--- config.mk ---
export PLATFORM = sky130hd
export DESIGN_NAME = psum_adder_ctrl
export DESIGN_NICKNAME = d
export VERILOG_FILES = /design/src/rtl/psum_adder_ctrl.sv
export SDC_FILE = /design/constraint.sdc
export NUM_CORES = 1
export LEC_CHECK = 0
export ABC_AREA = 1
export BUFFER_PORTS_ARGS = -buffer_cell sky130_fd_sc_hd__buf_2
export CORE_UTILIZATION = 30
export CTS_BUF_LIST = sky130_fd_sc_hd__clkbuf_2
export DETAILED_ROUTE_END_ITERATION = 8
export PLACE_DENSITY = 0.46
export SYNTH_ARGS = -nofsm -noshare
export SYNTH_HDL_FRONTEND = slang
export SYNTH_SLANG_ARGS = --single-unit
--- constraint.sdc ---
create_clock -name clk -period 5.2 [get_ports clk]
set_input_delay 0.52 -clock clk [delete_from_list [all_inputs] [get_ports clk]]
set_output_delay 0.52 -clock clk [all_outputs]
set_load 0.02 [all_outputs]
--- src/rtl/psum_adder_ctrl.sv ---
// Sequencer for the psum reduction/binarize pipeline: issues PE vectors with
// incrementing ofmap addresses under downstream credit control, then drains.
module psum_adder_ctrl #(
  parameter int OFMAPS_BRAM_ADDR_WIDTH = 12,
  parameter int CNT_WIDTH              = OFMAPS_BRAM_ADDR_WIDTH + 1,
  parameter int CREDITS                = 16
) (
  input  logic                              clk,
  input  logic                              rst_n,
  input  logic                              start,
  input  logic [CNT_WIDTH-1:0]              cfg_num_outputs,
  input  logic [OFMAPS_BRAM_ADDR_WIDTH-1:0] cfg_base_addr,
  input  logic                              pe_valid,
  output logic                              pe_ready,
  output logic                              adder_i_valid,
  output logic [OFMAPS_BRAM_ADDR_WIDTH-1:0] adder_addr,
  output logic                              adder_layer_finish,
  input  logic                              adder_o_valid,
  input  logic                              adder_o_last,
  input  logic                              cred_ret,
  output logic                              busy,
  output logic                              done,
  output logic                              err
);

  localparam int CRW = $clog2(CREDITS + 1);
  localparam logic [CRW-1:0] CRED_MAX = CRW'(CREDITS);

  typedef enum logic [2:0] {IDLE, RUN, FIN, DRAIN, DONE} state_t;

  state_t                              state, state_nxt;
  logic [CRW-1:0]                      credits;
  logic [CNT_WIDTH-1:0]                issue_cnt;
  logic [CNT_WIDTH-1:0]                res_cnt;
  logic [CNT_WIDTH-1:0]                res_nxt;
  logic [CNT_WIDTH-1:0]                cfg_num;
  logic [OFMAPS_BRAM_ADDR_WIDTH-1:0]   cfg_base;
  logic [OFMAPS_BRAM_ADDR_WIDTH-1:0]   addr_q;
  logic [OFMAPS_BRAM_ADDR_WIDTH-1:0]   addr_issue;
  logic                                start_acc;
  logic                                issue;
  logic                                last_issue;
  logic                                cred_ovf;
  logic                                cnt_mismatch;

  assign start_acc  = start && (state == IDLE);
  assign pe_ready   = (state == RUN) && (credits != '0);
  assign issue      = pe_valid && pe_ready;
  assign last_issue = issue && (issue_cnt == cfg_num - 1'b1);
  assign addr_issue = cfg_base + issue_cnt[OFMAPS_BRAM_ADDR_WIDTH-1:0];

  assign adder_i_valid      = issue;
  assign adder_addr         = issue ? addr_issue : addr_q;
  assign adder_layer_finish = last_issue || (state == FIN);
  assign busy               = (state != IDLE);
  assign done               = (state == DONE);

  // A result arriving in the o_last cycle itself still belongs to this layer.
  assign res_nxt      = res_cnt + CNT_WIDTH'(adder_o_valid);
  assign cnt_mismatch = (state == DRAIN) && adder_o_last && (res_nxt != cfg_num);
  assign cred_ovf     = cred_ret && !issue && (credits == CRED_MAX);

  always_comb begin
    state_nxt = state;
    case (state)
      IDLE:    if (start) state_nxt = (cfg_num_outputs == '0) ? FIN : RUN;
      RUN:     if (last_issue) state_nxt = DRAIN;
      FIN:     state_nxt = DRAIN;
      DRAIN:   if (adder_o_last) state_nxt = DONE;
      DONE:    state_nxt = IDLE;
      default: state_nxt = IDLE;
    endcase
  end

  always_ff @(posedge clk or negedge rst_n) begin
    if (!rst_n) begin
      state     <= IDLE;
      credits   <= CRED_MAX;
      issue_cnt <= '0;
      res_cnt   <= '0;
      cfg_num   <= '0;
      cfg_base  <= '0;
      addr_q    <= '0;
      err       <= 1'b0;
    end else begin
      state <= state_nxt;

      if (issue && !cred_ret)
        credits <= credits - 1'b1;
      else if (cred_ret && !issue && credits != CRED_MAX)
        credits <= credits + 1'b1;

      if (start_acc) begin
        cfg_num   <= cfg_num_outputs;
        cfg_base  <= cfg_base_addr;
        issue_cnt <= '0;
        res_cnt   <= '0;
      end else begin
        if (issue) begin
          issue_cnt <= issue_cnt + 1'b1;
          addr_q    <= addr_issue;
        end
        if (adder_o_valid && state != IDLE)
          res_cnt <= res_nxt;
      end

      if (start_acc)
        err <= cred_ovf;
      else if (cred_ovf || cnt_mismatch)
        err <= 1'b1;
    end
  end

endmodule

==> qor.txt <==
first-pass GRT wire length: 20.1 mm
reg2reg start: state[1]
cell area power density: 531 nW/um2
pre-CTS WS: 2.28 ns
switching share of power: 0.477
Crit. End Element: output port
Clock Path Buffers: 2
antenna-violating nets left: 0
vias in the first global route: 4094
P&R area growth vs syn: 12.5%
Clock Latency Late Sink: 0.57 ns
number of max-cap violations: 0
final instance area: 5230 um2
status: complete, no violations
met2 Resource Use GR: 0.266
synth top area cells: dfrtp_1, nand2_1, inv_1
largest net degree at the start of global routing: 73
Max VDD drop: 0.117 mV
Crit. Startpoint: issue_cnt[2]
Port Buffers: 49
drt pass-1 iters: 4
FMAX: 305 MHz
CP Launch Type: register
Slew Viols, Final: 0
Logic pwr share: 0.511
Async SR Flop Fraction: 1.00
initial antenna violation count: 1
Synth Register Bits: 72
Final min period: 3.28 ns
TritonCTS clock tree: yes
WL/cell: 13.6 um
CTS Buf Count: 9
ys flop type: dfrtp_1
Core Area: 15100 um2
overall routed net length: 12.0 mm
top cells by count, synth: nand2_1, inv_1, dfrtp_1
Slew @ Worst Pin: 0.956 ns
most used routing layer: met2
setup TNS: 0 ns
leak pwr: 2.69 nW
final std cells w/o fill: 883
classification of the worst setup path: register to output port
Cell Area, Placed: 5100 um2
Max FO, Critical Path: 5
Syn Inst Count: 639
post-synthesis area per instance: 7.27 um2
count leader, synth: nand2_1
post-synthesis sequential area ratio: 0.388
Max-slew headroom: 0.363
required time of the critical path: 4.68 ns
post-CTS setup buffers: 0
Fin. Hold Viols: 0
Multi-input gate area: 2490 um2
IO Count: 50
Final Cycle Share: 0.631
clock slew at reported path FFs: 0.19 ns
Initial Util: 0.307
worst hold path class: primary input to async pin
share of cells above drive strength 1: 0.112
Root Driver: clkbuf_2
area leader, netlist: dfrtp_1
gr ovfl total: 0
top cell type's share of synthesized area: 0.382
nets: 741
Reg power frac: 0.356
Total GRT Usage: 0.160
net switching power: 0.00132 W
number of vias per cell: 4.74
Die Height: 126 um
detailed placement HPWL: 9.08 mm
CTS Hold Bufs: 0
# setup viols final: 0
Clock Sink Count: 72
Post-route DRC: 0
reg2reg path depth: 7
Max H-tree Level: 3
GPL Wtd Cong: 0.802
skew final: 0.0284 ns
DIE AREA: 16000 um2
Mapped Nets: 691
grt met1 use: 0.212
fillers: 1632
Synthesis Warnings: 0
placed cells: 866
clock power share: 0.133
library cells used by synthesis: 37
Internal Power: 0.00145 W
GR Util met3: 0.0211
WP data arrival: 2.76 ns
Site Rows: 45
register area: 1800 um2
EDFF count, synth: 0
Vias: 4187
RSZ-0062 raised after global routing: no
final setup margin: 1.92 ns
DRT iter0 DRCs: 199
Netlist Area Pre-Place: 4650 um2
Die W: 126 um
cells resized by post-CTS repair: 0
-- critical path: stages, from the launching register on --
cell	delay (ns)
dfrtp_1	0.45
ha_1	0.37
nand3_1	0.09
nand3_1	0.10
nand2_1	0.08
nand2_1	0.08
a21oi_1	0.09
o21ai_0	0.38
nand3_1	0.16
nand3_1	0.10
nand3_1	0.10
nand2_1	0.07
buf_2	0.15
-- final cells by class --
class / count / area share
antenna: 1 / 0.000479
inverter: 82 / 0.0594
tap: 188 / 0.0450
timing repair buffer: 50 / 0.0488
clock buffer: 11 / 0.0105
sequential: 72 / 0.345
multi-input combinational: 474 / 0.477
clock inverter: 5 / 0.0136
-- through the flow --
| step | power [W] | util | hold WS (ns) |
|---|---|---|---|
| after floorplan | 0.00202 | - | 0.224 |
| after global placement | 0.00241 | 0.337 | 0.458 |
| after detailed placement | 0.00244 | 0.337 | 0.463 |
| after CTS | 0.00281 | 0.345 | 0.0841 |
| after global routing | 0.00306 | 0.345 | 0.0853 |
| final | 0.00277 | 0.345 | 0.0729 |
-- cells by family (layout without fill, tap and decap cells) --
kind of cell,count (synthesis),in the layout,share of synthesized area
simple gates,340,340,0.319
buf+inv,93,148,0.0759
compound gates,85,85,0.0975
flops,72,72,0.388
xor+xnor,27,27,0.0574
fa+ha+maj,20,20,0.0571
mux,2,2,0.00458
other cells,0,1,0
-- placed cells by master (no fill, tap or decap), types with 3 or more instances in the layout --
master,n
nand2_1,201
dfrtp_1,71
nand3_1,49
nor2_1,49
xor2_1,20
o22ai_1,11
inv_1,80
o21ai_0,49
clkinv_1,3
clkbuf_2,11
nand4_1,14
ha_1,18
nor3_1,11
a21oi_1,19
xnor2_1,5
buf_2,48
-- state kept, by name, summed over array words and instances, names as in the netlist --
name / count
state: 3
err: 1
cfg_base: 12
addr_q: 12
issue_cnt: 13
res_cnt: 13
cfg_num: 13
credits: 5
-- power groups by stage --
stage	Sequential (W)	Clock, W	Combinational (W)
after floorplan	0.000934	0	0.00109
after global placement	0.00100	0	0.00141
after detailed placement	0.00100	0	0.00143
after CTS	0.000991	0.000382	0.00144
after global routing	0.00102	0.000400	0.00164
final	0.000987	0.000368	0.00142
-- metal layers --
metal / wire length (um) / part of all wire / up-vias
li1: - / - / 2165
met1: 5970 / 0.50 / 1944
met2: 5480 / 0.45 / 66
met3: 409 / 0.034 / 12
met4: 184 / 0.015 / 0
met5: 0 / 0 / -
-- final timing paths --
path / end / slack, ns
min: cfg_num[8] / 0.07
min in group clk: cfg_base[6] / 0.13
max in group asynchronous: cfg_num[2] / 4.50
max: adder_addr[9] / 1.92
max reg2reg: res_cnt[4] / 2.35
min reg2reg: issue_cnt[12] / 0.49
Note: power is estimated with default switching activity, not from simulation.
